$ cat src/rtl/multicycle_controller_pkg.sv
// Shared encodings for the multicycle ARM controller: FSM states, datapath
// select codes, ALU commands and condition codes, plus condition evaluation.
// Pure declarations; no state, no timing.
package multicycle_controller_pkg;

    typedef enum logic [3:0] {
        S_FETCH    = 4'd0,
        S_DECODE   = 4'd1,
        S_MEMADR   = 4'd2,
        S_MEMREAD  = 4'd3,
        S_MEMWB    = 4'd4,
        S_MEMWRITE = 4'd5,
        S_EXECUTER = 4'd6,
        S_EXECUTEI = 4'd7,
        S_ALUWB    = 4'd8,
        S_BRANCH   = 4'd9
    } state_t;

    // ALUControl
    localparam logic [1:0] ALU_ADD = 2'b00;
    localparam logic [1:0] ALU_SUB = 2'b01;
    localparam logic [1:0] ALU_AND = 2'b10;
    localparam logic [1:0] ALU_ORR = 2'b11;

    // ALUSrcB
    localparam logic [1:0] SRCB_REG  = 2'b00;
    localparam logic [1:0] SRCB_IMM  = 2'b01;
    localparam logic [1:0] SRCB_FOUR = 2'b10;

    // ResultSrc
    localparam logic [1:0] RES_ALUOUT    = 2'b00;
    localparam logic [1:0] RES_DATA      = 2'b01;
    localparam logic [1:0] RES_ALURESULT = 2'b10;

    // Instruction classes (Op field)
    localparam logic [1:0] OP_DP  = 2'b00;
    localparam logic [1:0] OP_MEM = 2'b01;
    localparam logic [1:0] OP_BR  = 2'b10;

    // Data-processing commands (Funct[4:1])
    localparam logic [3:0] CMD_AND = 4'b0000;
    localparam logic [3:0] CMD_SUB = 4'b0010;
    localparam logic [3:0] CMD_ADD = 4'b0100;
    localparam logic [3:0] CMD_CMP = 4'b1010;
    localparam logic [3:0] CMD_ORR = 4'b1100;

    // Condition codes
    localparam logic [3:0] COND_EQ = 4'b0000;
    localparam logic [3:0] COND_NE = 4'b0001;
    localparam logic [3:0] COND_CS = 4'b0010;
    localparam logic [3:0] COND_CC = 4'b0011;
    localparam logic [3:0] COND_MI = 4'b0100;
    localparam logic [3:0] COND_PL = 4'b0101;
    localparam logic [3:0] COND_VS = 4'b0110;
    localparam logic [3:0] COND_VC = 4'b0111;
    localparam logic [3:0] COND_HI = 4'b1000;
    localparam logic [3:0] COND_LS = 4'b1001;
    localparam logic [3:0] COND_GE = 4'b1010;
    localparam logic [3:0] COND_LT = 4'b1011;
    localparam logic [3:0] COND_GT = 4'b1100;
    localparam logic [3:0] COND_LE = 4'b1101;
    localparam logic [3:0] COND_AL = 4'b1110;

    // nzcv = {N, Z, C, V}; the reserved 1111 code never executes.
    function automatic logic cond_eval(input logic [3:0] cond, input logic [3:0] nzcv);
        logic n, z, c, v;
        {n, z, c, v} = nzcv;
        case (cond)
            COND_EQ: cond_eval = z;
            COND_NE: cond_eval = ~z;
            COND_CS: cond_eval = c;
            COND_CC: cond_eval = ~c;
            COND_MI: cond_eval = n;
            COND_PL: cond_eval = ~n;
            COND_VS: cond_eval = v;
            COND_VC: cond_eval = ~v;
            COND_HI: cond_eval = c & ~z;
            COND_LS: cond_eval = ~c | z;
            COND_GE: cond_eval = (n == v);
            COND_LT: cond_eval = (n != v);
            COND_GT: cond_eval = ~z & (n == v);
            COND_LE: cond_eval = z | (n != v);
            COND_AL: cond_eval = 1'b1;
            default: cond_eval = 1'b0;
        endcase
    endfunction

endpackage

$ cat src/rtl/multicycle_controller_mainfsm.sv
// Main sequencing FSM: state register, next state and Moore datapath controls.
// Latency: one state per cycle; 3-5 cycles per instruction. No backpressure.
// Ports: clk/reset; Op, is_imm (Funct[5]), is_load (Funct[0]), NoWrite in;
//        state plus raw (ungated) NextPC/Branch/RegW/MemW and select outputs.
module mc_mainfsm
    import multicycle_controller_pkg::*;
(
    input  logic       clk,
    input  logic       reset,
    input  logic [1:0] Op,
    input  logic       is_imm,
    input  logic       is_load,
    input  logic       NoWrite,
    output state_t     state,
    output logic       NextPC,
    output logic       Branch,
    output logic       RegW,
    output logic       MemW,
    output logic       IRWrite,
    output logic       AdrSrc,
    output logic [1:0] ResultSrc,
    output logic       ALUSrcA,
    output logic [1:0] ALUSrcB,
    output logic       ALUOp
);

    always_ff @(posedge clk or posedge reset) begin
        if (reset) begin
            state <= S_FETCH;
        end else begin
            case (state)
                S_FETCH:  state <= S_DECODE;
                S_DECODE: begin
                    case (Op)
                        OP_MEM:  state <= S_MEMADR;
                        OP_DP:   state <= is_imm ? S_EXECUTEI : S_EXECUTER;
                        OP_BR:   state <= S_BRANCH;
                        default: state <= S_FETCH;   // undefined class retires as a NOP
                    endcase
                end
                S_MEMADR:   state <= is_load ? S_MEMREAD : S_MEMWRITE;
                S_MEMREAD:  state <= S_MEMWB;
                S_EXECUTER: state <= S_ALUWB;
                S_EXECUTEI: state <= S_ALUWB;
                default:    state <= S_FETCH;
            endcase
        end
    end

    always_comb begin
        NextPC    = 1'b0;
        Branch    = 1'b0;
        RegW      = 1'b0;
        MemW      = 1'b0;
        IRWrite   = 1'b0;
        AdrSrc    = 1'b0;
        ResultSrc = RES_ALUOUT;
        ALUSrcA   = 1'b0;
        ALUSrcB   = SRCB_REG;
        ALUOp     = 1'b0;
        case (state)
            S_FETCH: begin
                IRWrite   = 1'b1;
                NextPC    = 1'b1;
                ALUSrcA   = 1'b1;
                ALUSrcB   = SRCB_FOUR;
                ResultSrc = RES_ALURESULT;
            end
            S_DECODE: begin
                // PC+4 again gives PC+8 for an R15 operand read
                ALUSrcA   = 1'b1;
                ALUSrcB   = SRCB_FOUR;
                ResultSrc = RES_ALURESULT;
            end
            S_MEMADR:   ALUSrcB = SRCB_IMM;
            S_MEMREAD:  AdrSrc  = 1'b1;
            S_MEMWB: begin
                ResultSrc = RES_DATA;
                RegW      = 1'b1;
            end
            S_MEMWRITE: begin
                AdrSrc = 1'b1;
                MemW   = 1'b1;
            end
            S_EXECUTER: ALUOp = 1'b1;
            S_EXECUTEI: begin
                ALUSrcB = SRCB_IMM;
                ALUOp   = 1'b1;
            end
            S_ALUWB:    RegW = ~NoWrite;
            S_BRANCH: begin
                ALUSrcB   = SRCB_IMM;
                ResultSrc = RES_ALURESULT;
                Branch    = 1'b1;
            end
            default: ;
        endcase
    end

endmodule

$ cat src/rtl/multicycle_controller.sv
// Multicycle ARM control unit: instruction decode, NZCV flags, condition gating.
// Latency: B=3, DP/STR=4, LDR=5 cycles; failed conditions take full length.
// Ports: clk, reset, Instr[31:12], ALUFlags in; all datapath enables/selects out.
module multicycle_controller
    import multicycle_controller_pkg::*;
#(
    parameter logic [3:0] RESET_FLAGS = 4'b0000
) (
    input  logic         clk,
    input  logic         reset,
    input  logic [31:12] Instr,
    input  logic [3:0]   ALUFlags,
    output logic         PCWrite,
    output logic         AdrSrc,
    output logic         MemWrite,
    output logic         IRWrite,
    output logic [1:0]   ResultSrc,
    output logic         ALUSrcA,
    output logic [1:0]   ALUSrcB,
    output logic [1:0]   ALUControl,
    output logic [1:0]   ImmSrc,
    output logic [1:0]   RegSrc,
    output logic         RegWrite,
    output logic         Byte
);

    logic [3:0] cond;
    logic [1:0] op;
    logic [5:0] funct;
    logic [3:0] rd;
    logic       unused_rn;

    assign cond      = Instr[31:28];
    assign op        = Instr[27:26];
    assign funct     = Instr[25:20];
    assign rd        = Instr[15:12];
    assign unused_rn = ^Instr[19:16];

    state_t     state;
    logic       next_pc, branch, reg_w, mem_w, ir_write, alu_op;
    logic       no_write;
    logic [1:0] alu_ctl, flag_w;
    logic [3:0] flags;
    logic       cond_ex, cond_ex_d;

    mc_mainfsm u_fsm (
        .clk       (clk),
        .reset     (reset),
        .Op        (op),
        .is_imm    (funct[5]),
        .is_load   (funct[0]),
        .NoWrite   (no_write),
        .state     (state),
        .NextPC    (next_pc),
        .Branch    (branch),
        .RegW      (reg_w),
        .MemW      (mem_w),
        .IRWrite   (ir_write),
        .AdrSrc    (AdrSrc),
        .ResultSrc (ResultSrc),
        .ALUSrcA   (ALUSrcA),
        .ALUSrcB   (ALUSrcB),
        .ALUOp     (alu_op)
    );

    // NoWrite is decoded unconditionally because ALUWB (ALUOp=0) still needs it.
    always_comb begin
        alu_ctl  = ALU_ADD;
        flag_w   = 2'b00;
        no_write = 1'b1;
        case (funct[4:1])
            CMD_ADD: begin alu_ctl = ALU_ADD; no_write = 1'b0; flag_w = funct[0] ? 2'b11 : 2'b00; end
            CMD_SUB: begin alu_ctl = ALU_SUB; no_write = 1'b0; flag_w = funct[0] ? 2'b11 : 2'b00; end
            CMD_AND: begin alu_ctl = ALU_AND; no_write = 1'b0; flag_w = funct[0] ? 2'b10 : 2'b00; end
            CMD_ORR: begin alu_ctl = ALU_ORR; no_write = 1'b0; flag_w = funct[0] ? 2'b10 : 2'b00; end
            CMD_CMP: begin alu_ctl = ALU_SUB; flag_w = 2'b11; end
            default: ;
        endcase
    end

    logic [1:0] flag_w_act;
    assign ALUControl = alu_op ? alu_ctl : ALU_ADD;
    assign flag_w_act = alu_op ? flag_w : 2'b00;

    assign cond_ex = cond_eval(cond, flags);

    // cond_ex_d carries the execute-cycle verdict into the write cycle, so the
    // write sees the flags as they were before this instruction updated them.
    always_ff @(posedge clk or posedge reset) begin
        if (reset) begin
            flags     <= RESET_FLAGS;
            cond_ex_d <= 1'b0;
        end else begin
            cond_ex_d <= cond_ex;
            if (cond_ex && flag_w_act[1]) flags[3:2] <= ALUFlags[3:2];
            if (cond_ex && flag_w_act[0]) flags[1:0] <= ALUFlags[1:0];
        end
    end

    assign RegWrite = ~reset & reg_w & cond_ex_d;
    assign MemWrite = ~reset & mem_w & cond_ex_d;
    assign IRWrite  = ~reset & ir_write;
    assign PCWrite  = ~reset & (next_pc | (branch & cond_ex_d) |
                                (reg_w & cond_ex_d & (rd == 4'd15)));

    assign ImmSrc = op;
    assign RegSrc = {op == OP_MEM, op == OP_BR};
    assign Byte   = funct[2] & (op == OP_MEM) &
                    ((state == S_MEMREAD) || (state == S_MEMWB) || (state == S_MEMWRITE));

endmodule

$ cat config.mk
export PLATFORM = sky130hd
export DESIGN_NAME = multicycle_controller
export DESIGN_NICKNAME = d
export VERILOG_FILES = /design/src/rtl/multicycle_controller_pkg.sv /design/src/rtl/multicycle_controller_mainfsm.sv /design/src/rtl/multicycle_controller.sv
export SDC_FILE = /design/constraint.sdc
export NUM_CORES = 1
export LEC_CHECK = 0
export BUFFER_PORTS_ARGS = -buffer_cell sky130_fd_sc_hd__buf_2
export CORE_ASPECT_RATIO = 0.9
export CORE_MARGIN = 1
export CORE_UTILIZATION = 30
export DETAILED_ROUTE_END_ITERATION = 6
export PLACE_DENSITY_LB_ADDON = 0.08
export SETUP_SLACK_MARGIN = 0.15
export SYNTH_ARGS = -nofsm -noshare
export SYNTH_HDL_FRONTEND = slang
export SYNTH_HIERARCHICAL = 1
export SYNTH_SLANG_ARGS = --single-unit
export TNS_END_PERCENT = 5
$ cat constraint.sdc
create_clock -name clk -period 2.11 [get_ports clk]
set_clock_uncertainty 0.2 [all_clocks]
set_input_delay 0.211 -clock clk [delete_from_list [all_inputs] [get_ports clk]]
set_output_delay 0.211 -clock clk [all_outputs]
set_load 0.02 [all_outputs]
==> results of run 1 <==
[worst max-delay path, cell delays in order (launching register included)]
cell	delay (ns)
dfrtp_1	0.36
or3b_1	0.39
a211oi_2	0.23
and3_1	0.19
a31o_2	0.15
a21oi_2	0.05
nor2_2	0.09
buf_6	0.12
[path summary, 6_finish.rpt]
path	startpoint	endpoint	slack (ns)	cells after the start
worst min register to register	flags[1]$_DFFE_PP0P_	flags[1]$_DFFE_PP0P_	0.36	1
max in group asynchronous	reset	flags[3]$_DFFE_PP0P_	1.22	3
worst min-delay path	ALUFlags[0]	flags[0]$_DFFE_PP0P_	0.0002	2
min in group asynchronous	reset	u_fsm/state[3]$_DFF_PP0_	0.25	3
worst max register to register	flags[3]$_DFFE_PP0P_	flags[1]$_DFFE_PP0P_	0.02	5
worst max-delay path	u_fsm/state[2]$_DFF_PP0_	PCWrite	-0.10	7
[what timing repair did]
item	in CTS	in global routing
pin swaps	11	4
gates cloned	0	0
hold endpoints to repair	9	0
hold buffers	1	0
buffers inserted	0	0
setup endpoints to repair	8	12
gates resized for setup	9	8
[power by group]
group          leakage, uW  internal, uW  switching (uW)  total [uW]
Sequential        0.000107           221            31.6         252
Clock            0.0000228           132            67.8         199
Combinational     0.000484           371             528         899
[per-layer routing]
| metal | share of wire | GRT usage | vias to the layer above | wire (um) |
|---|---|---|---|---|
| met5 | 0 | 0 | - | 0 |
| met4 | 0.0045 | 0.0498 | 0 | 12 |
| met3 | 0.068 | 0.0346 | 2 | 180 |
| met2 | 0.41 | 0.227 | 52 | 1080 |
| met1 | 0.52 | 0.223 | 479 | 1390 |
| li1 | - | - | 529 | - |
[kinds of logic after synthesis]
kind of cell    count (synthesis)  synth area share
buf+inv                        14            0.0917
xor+xnor                        6            0.0528
simple gates                   57             0.356
compound gates                 29             0.216
flops                           9             0.226
mux                             5            0.0578
[flip-flops by register name, indices dropped and copies added, names as in the netlist]
name         cells
flags            4
u_fsm/state      4
cond_ex_d        1
[per-stage QoR]
stage                     instances  utilization  hold WS (ns)  power, uW  setup WS (ns)
after floorplan                 120            -        -0.223        902          0.123
after global placement          204        0.407       -0.0556       1070        -0.0637
after detailed placement        204        0.407       -0.0550       1080        -0.0719
after CTS                       209        0.437      0.000828       1340         -0.128
after global routing            209        0.444       0.00757       1450         -0.224
final                           209        0.444      0.000177       1350         -0.103
[cell usage in the layout (no fill, tap or decap), drive strengths merged, types with 5 or more instances in the layout]
cell / count
buf: 51
dfrtp: 9
nor2b: 8
nor2: 8
nand2b: 7
o21ai: 6
nor3: 5
inv: 5
a21oi: 5
[final cells by class]
cell class | count | area (um^2) | area share
Multi-Input combinational cell | 97 | 719 | 0.520
Timing Repair Buffer | 52 | 315 | 0.228
Sequential cell | 9 | 229 | 0.166
Tap cell | 42 | 52.6 | 0.0380
Clock buffer | 4 | 45.0 | 0.0326
Inverter | 5 | 21.3 | 0.0154
==> Implementation_results.wiki, run 1 <==
{| class="wikitable"
! Metric !! Value
|-
| Iteration-0 DRC Markers || 29
|-
| Nets@finish || 194
|-
| Count of port buffers added during placement || 38
|-
| Global-route wire length before repair || 4300 um
|-
| Kind of end point of the critical path || output pin
|-
| Area of the die || 3550 um^2
|-
| Ratio of cells with drive above 1 in the final layout || 0.449
|-
| Number of antenna violations at the first check in global routing || 0
|-
| Worst min path class || in2reg
|-
| Critical-path maximum fanout || 2
|-
| Most numerous cell in the Yosys netlist || dfrtp_1
|-
| DR pass1 iterations || 4
|-
| Via-to-Cell Ratio || 5.08
|-
| Post-synthesis sequential area ratio || 0.226
|-
| CTS H-Tree Depth || 1
|-
| Fin. max-slew vios || 0
|-
| GRT Residual Overflow || 0
|-
| Number of vias after detailed routing || 1062
|-
| Height of the die || 56.7 um
|-
| Count of max-cap constraint violations || 0
|-
| Most common library cells after synthesis || dfrtp_1 (9), nor2_1 (8), nor2b_1 (8)
|-
| ANT nets after route || 0
|-
| RD Place Congestion || 0.777
|-
| Largest net degree at the start of global routing || 13
|-
| Post-layout min period || 2.21 ns
|-
| RSZ-0062 raised after global routing || true
|-
| EDFF count, synth || 0
|-
| Slew HR || 0.629
|-
| Power per unit of standard cell area || 977 nW/um^2
|-
| CTS Root Buffer Type || clkbuf_8
|-
| Upper clock frequency limit || 452 MHz
|-
| Kind of start point of the critical path || flop
|-
| Biggest area consumer among synthesized cells || dfrtp_1
|-
| Deepest clock path buffer count || 2
|-
| Starting utilization of the core area || 0.320
|-
| Detail Placement HPWL || 2070 um
|-
| Area fraction of the dominant cell type after synthesis || 0.226
|-
| TritonCTS clock tree || yes
|-
| Synthesized net count || 146
|-
| Overall fraction of global-route tracks in use || 0.155
|-
| Core region area || 3110 um^2
|-
| Final setup vio count || 1
|-
| Synthesized flop and latch total || 9
|-
| I/O pins || 43
|-
| Mapped cell area || 996 um^2
|-
| Antenna diode count || 0
|-
| Filler Cell Count || 330
|-
| WP data required || 1.70 ns
|-
| Failing checks || negative setup slack
|-
| Peak supply drop || 0.000356 V
|-
| Number of standard cells after synthesis || 120
|-
| Cts bufs inserted || 3
|-
| Synth Warn # || 6
|-
| Leakage dissipation || 0.000613 uW
|-
| Clock latency of the later-clocked register in the worst-skew pair || 0.23 ns
|-
| Detail-routed net length per standard cell || 12.7 um
|-
| Final hold violation count || 0
|-
| Worst Setup Slack, final || -0.103 ns
|-
| Data arrival time at the worst-slack endpoint || 1.80 ns
|-
| Number of sinks driven by the clock tree || 9
|-
| CTS clock-pin slew for the worst setup and hold paths || 0.04 ns
|-
| Setup Total Neg Slack || -0.103 ns
|-
| Mean area per synthesized cell || 8.30 um^2
|-
| Post-Place Cell Area || 1270 um^2
|-
| Proportion of register bits with asynchronous set or reset after synthesis || 1.00
|-
| Status || finished with violations
|-
| Most area-consuming cells after synthesis || dfrtp_1 (23%), nor2b_1 (5.0%), buf_4 (3.8%)
|-
| Layout area overhead || 38.8%
|-
| Number of global-route vias before repair || 936
|-
| Slew of the pin with the lowest slew margin || 0.550 ns
|-
| Cell Rows || 19
|-
| Drc violations || 0
|-
| Final instance area || 1380 um^2
|-
| Die width || 62.7 um
|-
| Number of distinct library cell variants in the gate-level netlist after synthesis || 49
|-
| Fraction of the cycle the final worst path needs || 1.05
|-
| Crit Path Class || reg2out
|-
| Post-detailed-routing wire length || 2660 um
|-
| Dominant synthesized flop cell || dfrtp_1
|}
No activity file was read; power rests on OpenSTA's default activity.
==> inputs of run 2 (changes only) <==
- CORE_MARGIN: 1 -> unset
- REMOVE_ABC_BUFFERS: unset -> 1
==> run 2 against run 1 <==
  * Design area grew 0.27%
  * Setup slack gained 0.019 ns
  * The run still ends with negative setup slack left
  * First-iteration DRC count grew 28%
  * Sequential share of layout area shrank 0.23 points
  * Clock-buffer cell count is the same
  * Combinational power shrank 3.2%
  * Sequential cell count is the same
==> Implementation_results.wiki, run 2 (synthesized netlist as in run 1, its figures left out) <==
{| class="wikitable"
! Metric !! Value
|-
| Internal portion of total power || 723 uW
|-
| Status || finished with violations
|-
| Die width || 62.7 um
|-
| Starting utilization of the core area || 0.320
|-
| RSZ-0062 raised after global routing || true
|-
| Crit Path Class || reg2out
|-
| Post-detailed-routing wire length || 2490 um
|-
| Largest net degree at the start of global routing || 12
|-
| Commonest non-fill, non-tap cell in the layout || buf_2
|-
| Detail Placement HPWL || 1980 um
|-
| Layout area overhead || 39.2%
|-
| Count of max-cap constraint violations || 0
|-
| Biggest regs || flags (4), u_fsm/state (4), cond_ex_d (1)
|-
| Height of the die || 56.7 um
|-
| CTS H-Tree Depth || 1
|-
| Combinational share of power || 0.652
|-
| Seq. cell area || 226 um^2
|-
| Slew HR || 0.660
|-
| Startpoint of the worst register-to-register path || flags[3]$_DFFE_PP0P_
|-
| Leakage dissipation || 0.000636 uW
|-
| Clock latency of the later-clocked register in the worst-skew pair || 0.24 ns
|-
| Peak supply drop || 0.000375 V
|-
| RD Place Congestion || 0.758
|-
| Cell Rows || 19
|-
| Count of port buffers added during placement || 38
|-
| Finished Core Util || 0.445
|-
| Setup Total Neg Slack || -0.0831 ns
|-
| Data arrival time at the worst-slack endpoint || 1.78 ns
|-
| CTS clock-pin slew for the worst setup and hold paths || 0.05 ns
|-
| Cts bufs inserted || 3
|-
| Drc violations || 0
|-
| Post-layout min period || 2.19 ns
|-
| Core region area || 3110 um^2
|-
| Final setup vio count || 1
|-
| Share of power burned in the clock network || 0.152
|-
| CTS Root Buffer Type || clkbuf_8
|-
| Worst min path class || in2reg
|-
| Iteration-0 DRC Markers || 37
|-
| Global-route wire length before repair || 4240 um
|-
| Top library cells by usage in the layout, fill and taps aside || buf_2 (34), buf_4 (19), nor2b_1 (8), dfrtp_1 (8), nor2_1 (7)
|-
| Slew of the pin with the lowest slew margin || 0.504 ns
|-
| Ratio of cells with drive above 1 in the final layout || 0.444
|-
| ANT nets after route || 0
|-
| Upper clock frequency limit || 456 MHz
|-
| Failing checks || negative setup slack
|-
| Worst setup path startpoint || u_fsm/state[2]$_DFF_PP0_
|-
| WP data required || 1.70 ns
|-
| I/O pins || 43
|-
| Number of sinks driven by the clock tree || 9
|-
| Filler Cell Count || 319
|-
| Number of global-route vias before repair || 953
|-
| Worst Setup Slack, final || -0.0831 ns
|-
| Antenna diode count || 0
|-
| Via-to-Cell Ratio || 4.79
|-
| Detail-routed net length per standard cell || 11.8 um
|-
| Part of the power in registers || 0.196
|-
| Multi-input gate area in the final layout || 718 um^2
|-
| Fin. max-slew vios || 0
|-
| Final instance area || 1390 um^2
|-
| Number of antenna violations at the first check in global routing || 0
|-
| Startpoint of the worst hold path || ALUFlags[0]
|-
| Kind of end point of the critical path || output pin
|-
| TritonCTS clock tree || yes
|-
| Power per unit of standard cell area || 963 nW/um^2
|-
| Sw power || 613 uW
|-
| Nets@finish || 196
|-
| Kind of start point of the critical path || flop
|-
| Critical-path maximum fanout || 2
|-
| Deepest clock path buffer count || 2
|-
| Area of the die || 3550 um^2
|-
| Post-Place Cell Area || 1280 um^2
|-
| Fraction of the cycle the final worst path needs || 1.04
|-
| Series of cell instances along the critical path || or3b_1 -> a211oi_2 -> and3_1 -> a31o_2 -> a21oi_1 -> nor2_1 -> buf_4
|-
| Number of vias after detailed routing || 1011
|-
| GRT Residual Overflow || 0
|-
| DR pass1 iterations || 4
|-
| Overall fraction of global-route tracks in use || 0.151
|-
| Switching share of total power || 0.459
|-
| Max incr delay on CP || 0.37 ns
|-
| Final hold violation count || 0
|-
| Critical-path cell with the highest stage delay || dfrtp_1
|}
-- run 2: cell types whose count changed in the layout (fill, tap and decap cells not counted), sizes merged --
cell,delta
buf,+2
-- run 2: cell type report --
| cell class | count | area share |
|---|---|---|
| Sequential cell | 9 | 0.163 |
| Tap cell | 42 | 0.0379 |
| Clock buffer | 4 | 0.0325 |
| Timing Repair Buffer | 54 | 0.233 |
| Inverter | 5 | 0.0153 |
| Multi-Input combinational cell | 97 | 0.518 |
-- run 2: power by group through the flow --
stage	combinational [uW]	sequential, uW	clock, uW
after floorplan	471	306	0
after global placement	810	261	0
after detailed placement	810	263	0
final	870	262	203
after CTS	849	262	206
after global routing	943	268	215
-- run 2: through the flow --
step	worst slack (ns)	total power [uW]	std cells	hold WS (ns)
4_1_cts	-0.0848	1320	211	0.00508
5_1_grt	-0.185	1430	211	0.0134
3_3_place_gp	-0.0576	1070	206	-0.0679
2_1_floorplan	0.0161	777	111	-0.223
3_5_place_dp	-0.0723	1070	206	-0.0676
6_report	-0.0831	1340	211	0.00573
-- run 2: worst paths after layout --
check / cells past startpoint / endpoint / slack, ns
hold / removal: 2 / flags[0]$_DFFE_PP0P_ / 0.006
setup / recovery: 7 / PCWrite / -0.08
hold reg to reg: 2 / flags[1]$_DFFE_PP0P_ / 0.40
setup reg to reg: 5 / flags[1]$_DFFE_PP0P_ / 0.02
min in group asynchronous: 3 / u_fsm/state[3]$_DFF_PP0_ / 0.26
max in group asynchronous: 3 / flags[3]$_DFFE_PP0P_ / 1.22
-- run 2: critical path, delay by kind of cell (launching register included) --
kind            cells  cell delay, ns
flops               1            0.37
compound gates      3            0.42
simple gates        3            0.62
buf+inv             1            0.14
-- run 2: per-layer routing --
metal / routed length (um) / part of all wire / GRT usage
met5: 0 / 0 / 0
met4: 30 / 0.012 / 0.0897
met3: 114 / 0.046 / 0.0285
met2: 1010 / 0.40 / 0.208
met1: 1340 / 0.54 / 0.216
-- run 2: what timing repair did --
| item | CTS | global route |
|---|---|---|
| pin swaps | 8 | 5 |
| setup buffers | 0 | 0 |
| hold buffers | 1 | 0 |
| endpoints found under the hold margin | 9 | 0 |
| endpoints found under the setup margin | 8 | 11 |
| resized for setup | 5 | 9 |
